`config.mk`:
```
export PLATFORM = sky130hd
export DESIGN_NAME = alu_issue_ctrl
export DESIGN_NICKNAME = d
export VERILOG_FILES = /design/src/rtl/alu_issue_ctrl.sv
export SDC_FILE = /design/constraint.sdc
export NUM_CORES = 1
export LEC_CHECK = 0
export BUFFER_PORTS_ARGS = -buffer_cell sky130_fd_sc_hd__buf_2
export CAP_MARGIN = 20
export CORE_MARGIN = 3
export CORE_UTILIZATION = 55
export CTS_CLUSTER_SIZE = 20
export DETAILED_ROUTE_END_ITERATION = 12
export GPL_TIMING_DRIVEN = 0
export PLACE_DENSITY = 0.79
export SLEW_MARGIN = 40
export SYNTH_ARGS = -nofsm -noshare
export SYNTH_HDL_FRONTEND = slang
export SYNTH_SLANG_ARGS = --single-unit
export TNS_END_PERCENT = 1
```
`constraint.sdc`:
```
create_clock -name clk -period 3.9 [get_ports clk]
set_input_delay 0.195 -clock clk [delete_from_list [all_inputs] [get_ports clk]]
set_output_delay 0.195 -clock clk [all_outputs]
set_load 0.01 [all_outputs]
```
`src/rtl/alu_issue_ctrl.sv`:
```
// ---------------------------------------------------------------------------
// alu_issue_ctrl
//
// Issue/writeback controller on the driving side of an 8-bit combinational
// ALU. One instruction is in flight at a time and moves through
// IDLE -> EXEC -> WB -> IDLE.
//   IDLE : instr_ready high. On a handshake the instruction fields are latched
//          and the operands R[ra], R[rb] and the opcode are registered onto
//          alu_a / alu_b / alu_sel.
//   EXEC : the ALU answer (alu_f, alu_ovf, alu_take_branch) is captured at
//          the end of the cycle.
//   WB   : done pulses high; R[rd] is written (ops 000..101) or the PC takes
//          a relative branch (ops 110/111); ovf_sticky is set by an
//          overflowing op 000.
//
// Parameters
//   PC_W      program counter width, PC arithmetic wraps modulo 2^PC_W
//   RESET_PC  PC value loaded on reset
//
// Ports
//   clk, rst_n            clock (rising edge), asynchronous active-low reset
//   instr_valid/ready     instruction handshake, ready only in IDLE
//   instr[15:0]           [15:13]op [12:11]rd [10:9]ra [8:7]rb [6]rsvd
//                         [5:0]boff (signed branch offset)
//   alu_a, alu_b, alu_sel operands / opcode towards the ALU (held when idle)
//   alu_f, alu_ovf,       ALU result, add overflow, branch condition
//   alu_take_branch
//   host_we/waddr/wdata   host register write port, honoured any cycle
//   host_raddr/rdata      host combinational read port
//   clr_ovf               clears ovf_sticky
//   pc                    program counter
//   done                  one-cycle pulse when an instruction retires
//   ovf_sticky            set by any retired op 000 with overflow
//
// Build option
//   ALU_CTRL_ZERO_REG_EN  when defined, R0 reads as zero and all writes to R0
//                         (writeback or host) are discarded.
// ---------------------------------------------------------------------------
module alu_issue_ctrl #(
  parameter int              PC_W     = 8,
  parameter logic [PC_W-1:0] RESET_PC = '0
) (
  input  logic            clk,
  input  logic            rst_n,
  input  logic            instr_valid,
  output logic            instr_ready,
  input  logic [15:0]     instr,
  output logic [7:0]      alu_a,
  output logic [7:0]      alu_b,
  output logic [2:0]      alu_sel,
  input  logic [7:0]      alu_f,
  input  logic            alu_ovf,
  input  logic            alu_take_branch,
  input  logic            host_we,
  input  logic [1:0]      host_waddr,
  input  logic [7:0]      host_wdata,
  input  logic [1:0]      host_raddr,
  output logic [7:0]      host_rdata,
  input  logic            clr_ovf,
  output logic [PC_W-1:0] pc,
  output logic            done,
  output logic            ovf_sticky
);

  typedef enum logic [1:0] {
    IDLE = 2'd0,
    EXEC = 2'd1,
    WB   = 2'd2
  } state_t;

  state_t state, next_state;

  logic [7:0]        regs [4];
  logic [2:0]        op_q;
  logic [1:0]        rd_q;
  logic [5:0]        boff_q;
  logic [7:0]        f_q;
  logic              ovf_q;
  logic              branch_q;

  logic              accept;
  logic              is_branch_op;
  logic              host_reg_we;
  logic              wb_reg_we;
  logic              sticky_set;
  logic signed [5:0] boff_s;
  logic [PC_W-1:0]   branch_off;
  logic              rsvd_unused;

  // The reserved instruction bit carries no meaning.
  assign rsvd_unused = instr[6];

  // Register file read with the optional hardwired-zero R0.
  function automatic logic [7:0] rf_read(input logic [1:0] idx);
`ifdef ALU_CTRL_ZERO_REG_EN
    rf_read = (idx == 2'd0) ? 8'h00 : regs[idx];
`else
    rf_read = regs[idx];
`endif
  endfunction

  assign accept       = instr_valid && instr_ready;
  assign is_branch_op = op_q[2] & op_q[1];
  assign sticky_set   = (state == WB) && (op_q == 3'b000) && ovf_q;
  assign host_rdata   = rf_read(host_raddr);

  // Signed cast followed by a width cast sign-extends the 6-bit offset.
  assign boff_s     = $signed(boff_q);
  assign branch_off = PC_W'(boff_s);

`ifdef ALU_CTRL_ZERO_REG_EN
  assign host_reg_we = host_we && (host_waddr != 2'd0);
  assign wb_reg_we   = (state == WB) && !is_branch_op && (rd_q != 2'd0);
`else
  assign host_reg_we = host_we;
  assign wb_reg_we   = (state == WB) && !is_branch_op;
`endif

  always_ff @(posedge clk or negedge rst_n) begin
    if (!rst_n) begin
      state <= IDLE;
    end else begin
      state <= next_state;
    end
  end

  always_comb begin
    next_state = state;
    case (state)
      IDLE:    if (accept) next_state = EXEC;
      EXEC:    next_state = WB;
      WB:      next_state = IDLE;
      default: next_state = IDLE;
    endcase
  end

  always_comb begin
    instr_ready = 1'b0;
    done        = 1'b0;
    case (state)
      IDLE:    instr_ready = 1'b1;
      WB:      done        = 1'b1;
      default: ;
    endcase
  end

  // Operands are read from the register file on the accept edge so they are
  // stable on alu_a/alu_b for the whole EXEC cycle; outside that they hold.
  always_ff @(posedge clk or negedge rst_n) begin
    if (!rst_n) begin
      op_q     <= '0;
      rd_q     <= '0;
      boff_q   <= '0;
      alu_a    <= '0;
      alu_b    <= '0;
      alu_sel  <= '0;
      f_q      <= '0;
      ovf_q    <= 1'b0;
      branch_q <= 1'b0;
    end else begin
      if (accept) begin
        op_q    <= instr[15:13];
        rd_q    <= instr[12:11];
        boff_q  <= instr[5:0];
        alu_a   <= rf_read(instr[10:9]);
        alu_b   <= rf_read(instr[8:7]);
        alu_sel <= instr[15:13];
      end
      if (state == EXEC) begin
        f_q      <= alu_f;
        ovf_q    <= alu_ovf;
        branch_q <= alu_take_branch;
      end
    end
  end

  // The writeback assignment comes last so it wins over a same-cycle host
  // write to the same register.
  always_ff @(posedge clk or negedge rst_n) begin
    if (!rst_n) begin
      for (int i = 0; i < 4; i++) begin
        regs[i] <= '0;
      end
    end else begin
      if (host_reg_we) begin
        regs[host_waddr] <= host_wdata;
      end
      if (wb_reg_we) begin
        regs[rd_q] <= f_q;
      end
    end
  end

  always_ff @(posedge clk or negedge rst_n) begin
    if (!rst_n) begin
      pc <= RESET_PC;
    end else if (state == WB) begin
      if (is_branch_op && branch_q) begin
        pc <= pc + branch_off;
      end else begin
        pc <= pc + PC_W'(1);
      end
    end
  end

  // A set condition overrides a coincident clear.
  always_ff @(posedge clk or negedge rst_n) begin
    if (!rst_n) begin
      ovf_sticky <= 1'b0;
    end else if (sticky_set) begin
      ovf_sticky <= 1'b1;
    end else if (clr_ovf) begin
      ovf_sticky <= 1'b0;
    end
  end

endmodule

```
# Word level (Yosys, flattened, before mapping)
# Index checks and enable logic that the tools add are counted.
# op_classes
add_sub_neg,2
n_lt_le_gt_ge,7
n_eq_ne,3
muxes,24
bitwise,6
reduce_logical,11
# op_table
operator,n
8-bit two-way mux,9
32-bit bitwise mux,2
32-bit two-way mux,2
8-bit binary-select mux with 2-bit select,3
8-bit demux with 2-bit select,2
"3-bit >= comparator, second input constant",5
2-bit NOT with 3-bit output,5
"8-bit by 1-bit adder with 8-bit output, second input constant",1
8-bit adder,1
1-bit logical AND,7
"3-bit by 1-bit < comparator with 1-bit output, second input constant",2
1-bit two-way mux,4
2-bit case mux with 2 select lines,1
3-bit logical NOT,1
"2-bit by 1-bit == test with 1-bit output, second input constant",1
"2-bit == test, second input constant",1
2-bit logical NOT,1
2-bit two-way mux,1
"2-bit != test, second input constant",1
2-bit nonzero test,1
1-bit AND,1
1-bit logical NOT,1
# word_totals
register_bits,80
inputBits,43
output_inout_bits,38
elab_cells,68

# Longest topological paths before layout
# Gate-level depths: netlist of run 1.
# logic_depth
depth_word,9
depth_mapped,11
ltp_nobuf,10

# Worst setup path after synthesis of run 1
# Ideal clock, no wire load.
# synth_path
kind,register to register
startpoint,register op_q[2]
endpoint,register pc[6]
setup_ps,133
arrival_time_ps,2162
t_required_ps,3767
setup_slack_ps,1605
stages_incl_launch_ff,12
synth_period_minus_slack_ps,2295
cell_sequence,dfrtp_1 > and3_1 > buf_6 > or2b_1 > ha_1 > inv_1 > fa_1 > nor2b_1 > o21a_1 > o21a_1 > mux2i_1 > o211ai_1
# synth_between
elab_chain_cells,3
# synth_lines
element,line,source
start: declaration,74,logic [2:0] op_q;
start signal: assignment,162,op_q <= instr[15:13];
1-bit AND,103,assign is_branch_op = op_q[2] & op_q[1];
1-bit logical AND,198,if (is_branch_op && branch_q) begin
8-bit two-way mux,198,
end signal: assignment,199,pc <= pc + branch_off;
end signal: assignment,201,pc <= pc + PC_W'(1);
end: declaration,60,"output logic [PC_W-1:0] pc,"
# Every way passes these cells.
# A chain may end at the register's enable or synchronous reset.

# Worst setup path after layout of run 1
# Ends and elaborated chain as after synthesis.

==> results of run 1 <==
==> per-stage QoR <==
stage               std cells  util, %  total power (uW)  hold WS, ns  worst slack, ns
CTS                       521    66.79              3156      0.01514            1.428
finish                    521    66.79              3129      0.02815            1.440
detailed placement        504    64.28              2611       0.1143            1.455
floorplan                 331        -              2185      -0.1006            1.605
global placement          503    63.92              2542       0.3909            1.518
global route              521    66.79              3349      0.02908            1.315
==> kinds of logic after synthesis <==
kind of cell    count (synthesis)  share of synthesized area, %
compound gates                 48                         6.470
xor+xnor                        3                        0.6262
fa+ha+maj                       6                         1.968
buf+inv                        24                         2.743
flops                          80                         47.70
mux                            96                         31.16
simple gates                   74                         9.332
==> report_power, final <==
part	leakage [uW]	internal, uW	switching [uW]
Combinational	0.00125	631	473
Sequential	0.000937	1160	321
Clock	0.0000930	248	292
==> cells in the mapped netlist (4+ instances only) <==
cell / n / area [um2]
a21oi_1: 25 / 125.1
buf_2: 9 / 45.04
dfrtp_1: 80 / 2002
ha_1: 5 / 62.56
inv_1: 4 / 15.01
mux2_2: 37 / 416.7
mux2i_1: 35 / 350.3
mux4_2: 24 / 540.5
nand2_1: 21 / 78.83
nor2_1: 26 / 97.59
o21ai_0: 11 / 55.05
==> state kept, by name, indices dropped and copies added (netlist names) <==
register	cells
alu_a	8
alu_b	8
boff_q	6
branch_q	1
f_q	8
op_q	3
ovf_q	1
ovf_sticky	1
pc	8
rd_q	2
regs	32
state	2
==> worst paths after layout <==
path / start / cells past startpoint / endpoint / slack [ns]
worst max-delay path: op_q[2] / 11 / pc[6] / 1.44
worst min-delay path: clr_ovf / 2 / ovf_sticky / 0.03
worst max register to register: op_q[2] / 11 / pc[6] / 1.44
worst min register to register: pc[7] / 1 / pc[7] / 0.47
max in group asynchronous: rst_n / 3 / f_q[4] / 3.05
min in group asynchronous: rst_n / 2 / pc[7] / 0.30
==> critical path, delay by kind of cell (launching register included) <==
family,cells,cell delay [ns]
DFF,1,0.42
AOI/OAI and AO/OA,3,0.46
muxes,1,0.22
buffers and inverters,2,0.19
adders and majority gates,2,0.56
and+or+nand+nor,3,0.47
==> per-layer routing <==
layer  track usage (%)  vias up  routed length, um
met5                 0        -                  0
met4             8.303        0                141
met2             37.88       79               4514
met1             26.89     1475               3692
met3             3.540       11                437
li1                  -     1391                  -
==> cell type report <==
class	instances	area [um2]
buffer	19	96.34
fill	546	2435
multi-input combinational	227	2079
clock buffer	11	141.4
tap	99	123.9
clock inverter	5	32.53
sequential	80	2002
inverter	5	18.77
timing repair buffer	75	401.6
==> repair_timing <==
action                                 in CTS  in global routing
endpoints found under the hold margin      36                  0
hold buffers                                1                  0
resized for setup                           0                  0
setup endpoints to repair                   0                  0
==> insert_results.sql, run 1 <==
INSERT INTO impl_metrics (metric_group, metric, value, unit) VALUES
('clock_tree', 'postCtsSetupBuffers', '0', ''),
('route', 'routed_wirelength', '8.786', 'mm'),
('synth', 'yosysUniqueCellTypes', '47', ''),
('clock_tree', 'cts_max_path_buffers', '2', ''),
('critical_path', 'timing.setup.critical_path_class', 'flip-flop to flip-flop', ''),
('grt', 'grt_pass1_vias', '2980', ''),
('route', 'wire_per_inst', '16.86', 'um'),
('sta', 'timing.setup.tns', '0', 'ns'),
('sta', 'tightest_slew', '0.5984', 'ns'),
('clock_tree', 'cts.reportedPaths.clkPinSlew', '0.09', 'ns'),
('floorplanning', 'design.portCount', '81', ''),
('synth', 'number_of_enable_flip_flop_cells_after_synthesis', '0', ''),
('floorplanning', 'core.rowCount', '31', ''),
('clock_tree', 'cts_made_buffers', '9', ''),
('placed_design', 'postPlaceCellArea', '4712', 'um2'),
('critical_path', 'startpoint_type', 'flip-flop', ''),
('sta', 'fmax', '0.4065', 'GHz'),
('critical_path', 'crit_path_max_incr_delay', '0.42', 'ns'),
('power_and_ir_drop', 'total_leakage_power', '0.002275', 'uW'),
('route', 'drt_iter0_drc', '162', ''),
('route', 'firstDrtPassIters', '4', ''),
('placed_design', 'place.detailed.hpwl', '6.771', 'mm'),
('route', 'ant_nets', '0', ''),
('placed_design', 'routabilityCongestion', '0.8035', ''),
('grt', 'grt.total_usage', '21.65', '%'),
('floorplanning', 'core_area', '7331', 'um2'),
('route', 'vias', '2956', ''),
('grt', 'grt-ovfl-total', '0', ''),
('synth', 'leading_register_cell_type_out_of_synthesis', 'dfrtp_1', ''),
('critical_path', 'critical_path.max_fanout', '7', ''),
('sta', 'finalHoldViolations', '0', ''),
('final_layout', 'final_net_count', '466', ''),
('critical_path', 'cp.arrival', '2.67', 'ns'),
('sta', 'worst_slew_margin_rel', '60.11', '%'),
('sta', 'period_share', '63.08', '%'),
('synth', 'synth_async_reset_ratio', '100.0', '%'),
('power_and_ir_drop', 'power_per_cell_area', '639.2', 'nW/um2'),
('final_layout', 'final_area', '4896', 'um2'),
('synth', 'synth_seq_area_share', '47.70', '%'),
('route', 'route.detailed.drc', '0', ''),
('sta', 'grt_setup_unrepaired', 'false', ''),
('synth', 'post_synth_inst_count', '331', ''),
('clock_tree', 'tritoncts_sinks', '80', ''),
('sta', 'timing.final.setup_violations', '0', ''),
('status', 'run_status', 'completed', ''),
('final_layout', 'mostFrequentLayoutCell', 'buf_2', ''),
('run', 'max_cap_viol_count', '0', ''),
('sta', 'report.final.slew_viol_count', '0', ''),
('synth', 'syn_area_per_cell', '12.68', 'um2'),
('grt', 'grt_first_pass_wirelength', '14.52', 'mm'),
('clock_tree', 'clkLatencyLatePin', '0.35', 'ns'),
('min_path', 'path_category_of_the_worst_min_delay_check', 'input port to flip-flop', ''),
('critical_path', 'path_cells', 'and3_1, buf_6, or2b_1, ha_1, inv_1, fa_1, nor2b_1, o21a_1, o21a_1, mux2i_1, o211ai_1', ''),
('grt', 'grt_start_max_net_pins', '45', ''),
('critical_path', 'worst-endpoint-required', '4.11', 'ns'),
('critical_path', 'critical_path.most_common_cell', 'o21a_1', ''),
('grt', 'antenna_found_initial', '0', ''),
('floorplanning', 'initial_utilization', '57.25', '%'),
('synth', 'yosys_warnings', '0', ''),
('clock_tree', 'cts-root-buf', 'clkbuf_8', ''),
('synth', 'syn_nets', '380', ''),
('route', 'detail_route.vias_per_cell', '5.674', ''),
('critical_path', 'worst_setup_path_end_kind', 'flip-flop', ''),
('floorplanning', 'area_of_the_die', '8714', 'um2'),
('floorplanning', 'die-width', '93.35', 'um'),
('critical_path', 'worst_path_max_delay_cell', 'dfrtp_1', ''),
('clock_tree', 'cts_tree', 'yes', ''),
('power_and_ir_drop', 'vdd_ir_drop_max', '0.2923', 'mV'),
('final_layout', 'most_frequent_cells_in_the_layout', 'buf_2 (81), dfrtp_1 (80), mux2_2 (37)', ''),
('floorplanning', 'die_height', '93.35', 'um'),
('synth', 'post_synth_instance_area', '4197', 'um2'),
('clock_tree', 'ctsHtreeMaxLevel', '3', ''),
('sta', 'final.setup_skew', '0.01350', 'ns'),
('final_layout', 'share_of_layout_cells_above_drive_strength_1', '41.23', '%'),
('final_layout', 'synthToLayoutAreaGrowth', '16.67', '%'),
('final_layout', 'diodes', '0', ''),
('synth', 'yosys_register_bits', '80', ''),
('sta', 'fin_crit', '2.460', 'ns'),
('placed_design', 'port-buffer-count', '73', '');
No activity file was read; power rests on OpenSTA's default activity.
==> run 2: changes to the inputs <==
==> constraint.sdc (replaced) <==
create_clock -name clk -period 2.3 [get_ports clk]
set_input_delay 0.115 -clock clk [delete_from_list [all_inputs] [get_ports clk]]
set_output_delay 0.115 -clock clk [all_outputs]
set_load 0.01 [all_outputs]
==> insert_results.sql, run 2 (synthesis results as in run 1) <==
INSERT INTO impl_metrics (metric_group, metric, value, unit) VALUES
('clock_tree', 'cts_max_path_buffers', '2', ''),
('final_layout', 'layoutNonFillerInstCount', '542', ''),
('sta', 'final_critical_path_setup_slack', '-0.05836', 'ns'),
('clock_tree', 'ctsHtreeMaxLevel', '3', ''),
('floorplanning', 'die-width', '93.35', 'um'),
('sta', 'fmax', '0.4240', 'GHz'),
('critical_path', 'worst_setup_path_end_kind', 'flip-flop', ''),
('sta', 'report.final.slew_viol_count', '0', ''),
('route', 'firstDrtPassIters', '4', ''),
('critical_path', 'cp.arrival', '2.59', 'ns'),
('final_layout', 'final_area', '5102', 'um2'),
('final_layout', 'mostFrequentLayoutCell', 'buf_2', ''),
('clock_tree', 'cts-root-buf', 'clkbuf_8', ''),
('grt', 'grt.total_usage', '22.14', '%'),
('critical_path', 'cp_top_family', 'compound AO/OA/AOI/OAI gates', ''),
('final_layout', 'most_frequent_cells_in_the_layout', 'buf_2 (81), dfrtp_1 (80), mux2_2 (37)', ''),
('final_layout', 'final_net_count', '487', ''),
('floorplanning', 'area_of_the_die', '8714', 'um2'),
('route', 'route.detailed.drc', '0', ''),
('critical_path', 'reg2reg_setup_slack', '-0.06', 'ns'),
('final_layout', 'most_flops_register', 'regs', ''),
('critical_path', 'worstPathBufferInverterCount', '1', ''),
('sta', 'finalHoldViolations', '0', ''),
('grt', 'antenna_found_initial', '0', ''),
('critical_path', 'path_cells', 'and3_4, or2b_1, ha_2, buf_4, a211o_1, a21o_1, a21oi_2, mux2i_1, xnor2_1', ''),
('route', 'wire_per_inst', '16.89', 'um'),
('floorplanning', 'design.portCount', '81', ''),
('sta', 'worst_slew_margin_rel', '60.28', '%'),
('run', 'max_cap_viol_count', '0', ''),
('sta', 'fin_crit', '2.358', 'ns'),
('grt', 'grt_pass1_vias', '3067', ''),
('placed_design', 'routabilityCongestion', '0.8035', ''),
('min_path', 'path_category_of_the_worst_min_delay_check', 'input port to flip-flop', ''),
('floorplanning', 'core_area', '7331', 'um2'),
('placed_design', 'place_inst', '504', ''),
('critical_path', 'worst-endpoint-required', '2.53', 'ns'),
('clock_tree', 'cts.reportedPaths.clkPinSlew', '0.09', 'ns'),
('critical_path', 'regToRegStartpoint', 'op_q[1]', ''),
('placed_design', 'place.detailed.hpwl', '6.771', 'mm'),
('floorplanning', 'core.rowCount', '31', ''),
('critical_path', 'worst_path_max_delay_cell', 'dfrtp_1', ''),
('grt', 'grt-ovfl-total', '0', ''),
('sta', 'period_share', '102.5', '%'),
('power_and_ir_drop', 'power_per_cell_area', '1057', 'nW/um2'),
('critical_path', 'critical_path_start', 'op_q[1]', ''),
('route', 'detail_route.vias_per_cell', '5.631', ''),
('sta', 'tightest_slew', '0.5958', 'ns'),
('critical_path', 'startpoint_type', 'flip-flop', ''),
('final_layout', 'share_of_layout_cells_above_drive_strength_1', '41.08', '%'),
('route', 'routed_wirelength', '9.152', 'mm'),
('route', 'vias', '3052', ''),
('status', 'failing_checks', 'negative setup slack', ''),
('final_layout', 'n_fill_cell', '523', ''),
('sta', 'final.setup_skew', '0.01245', 'ns'),
('power_and_ir_drop', 'vdd_ir_drop_max', '0.4970', 'mV'),
('critical_path', 'timing.setup.critical_path_class', 'flip-flop to flip-flop', ''),
('clock_tree', 'cts_made_buffers', '9', ''),
('critical_path', 'crit_path_max_incr_delay', '0.39', 'ns'),
('final_layout', 'diodes', '0', ''),
('floorplanning', 'initial_utilization', '57.25', '%'),
('critical_path', 'critical_path.max_fanout', '7', ''),
('route', 'drt_iter0_drc', '202', ''),
('clock_tree', 'clkLatencyLatePin', '0.34', 'ns'),
('clock_tree', 'tritoncts_sinks', '80', ''),
('placed_design', 'port-buffer-count', '73', ''),
('clock_tree', 'cts_tree', 'yes', ''),
('status', 'run_status', 'finished with violations', ''),
('grt', 'grt_first_pass_wirelength', '14.87', 'mm'),
('sta', 'grt_setup_unrepaired', 'true', ''),
('power_and_ir_drop', 'total_leakage_power', '0.002361', 'uW'),
('critical_path', 'path_depth', '9', ''),
('critical_path', 'worstReg2RegEnd', 'pc[5]', ''),
('critical_path', 'worst-r2r-cell-count', '9', ''),
('final_layout', 'synthToLayoutAreaGrowth', '21.59', '%'),
('placed_design', 'postPlaceCellArea', '4712', 'um2'),
('final_layout', 'largest_reg_flops', '32', ''),
('floorplanning', 'die_height', '93.35', 'um'),
('critical_path', 'timing.critical_path.to', 'pc[5]', ''),
('sta', 'timing.final.setup_violations', '1', ''),
('grt', 'grt_start_max_net_pins', '45', ''),
('route', 'ant_nets', '0', '');
[run 2: cell type report]
class                           count  area (um2)  area share, %
Multi-Input combinational cell    227        2090          40.95
Sequential cell                    80        2002          39.23
Timing Repair Buffer               97       609.3          11.94
Clock buffer                       11       141.4          2.771
Tap cell                           99       123.9          2.428
Buffer                             18       85.08          1.667
Clock inverter                      5       32.53         0.6376
Inverter                            5       18.77         0.3678
[run 2: stage by stage]
step	setup TNS, ns	hold slack, ns	util (%)	power [uW]	setup slack (ns)
floorplan	0	-0.1806	-	3705	0.004996
global placement	-0.09505	0.3109	63.92	4311	-0.08219
detailed placement	-0.2119	0.03427	64.28	4427	-0.1447
CTS	-0.09382	0.003227	69.40	5404	-0.05090
global route	-0.3947	0.002815	69.60	5758	-0.2260
finish	-0.05836	0.02093	69.60	5393	-0.05836
[run 2: routing by layer]
| layer | global-route usage (%) | vias up | wire [um] |
|---|---|---|---|
| met5 | 0 | - | 0 |
| met4 | 8.425 | 0 | 133 |
| met3 | 3.540 | 14 | 506 |
| met2 | 38.95 | 92 | 4731 |
| met1 | 27.38 | 1514 | 3781 |
| li1 | - | 1432 | - |
[run 2: how the worst min path moves through the flow]
stage	slack, ns	startpoint	end	depth (start not counted)
final	0.02	instr[1]	boff_q[1]	2
after global routing	0.003	instr[5]	boff_q[5]	2
after CTS	0.003	instr[4]	boff_q[4]	2
after detailed placement	0.03	rst_n	pc[7]	1
after global placement	0.31	clr_ovf	ovf_sticky	2
after floorplan	-0.18	rst_n	alu_a[0]	0
[run 2: power by group]
part           internal, uW  switching, uW
Sequential             1980            549
Clock                   420            494
Combinational          1120            831
Total                  3520           1870
[run 2: what timing repair did]
item / CTS / global route
hold buffers: 18 / 0
buffers inserted: 3 / 2
cloned: 0 / 0
resized for setup: 4 / 0
setup endpoints to repair: 3 / 3
pin swaps: 8 / 5
endpoints found under the hold margin: 56 / 0
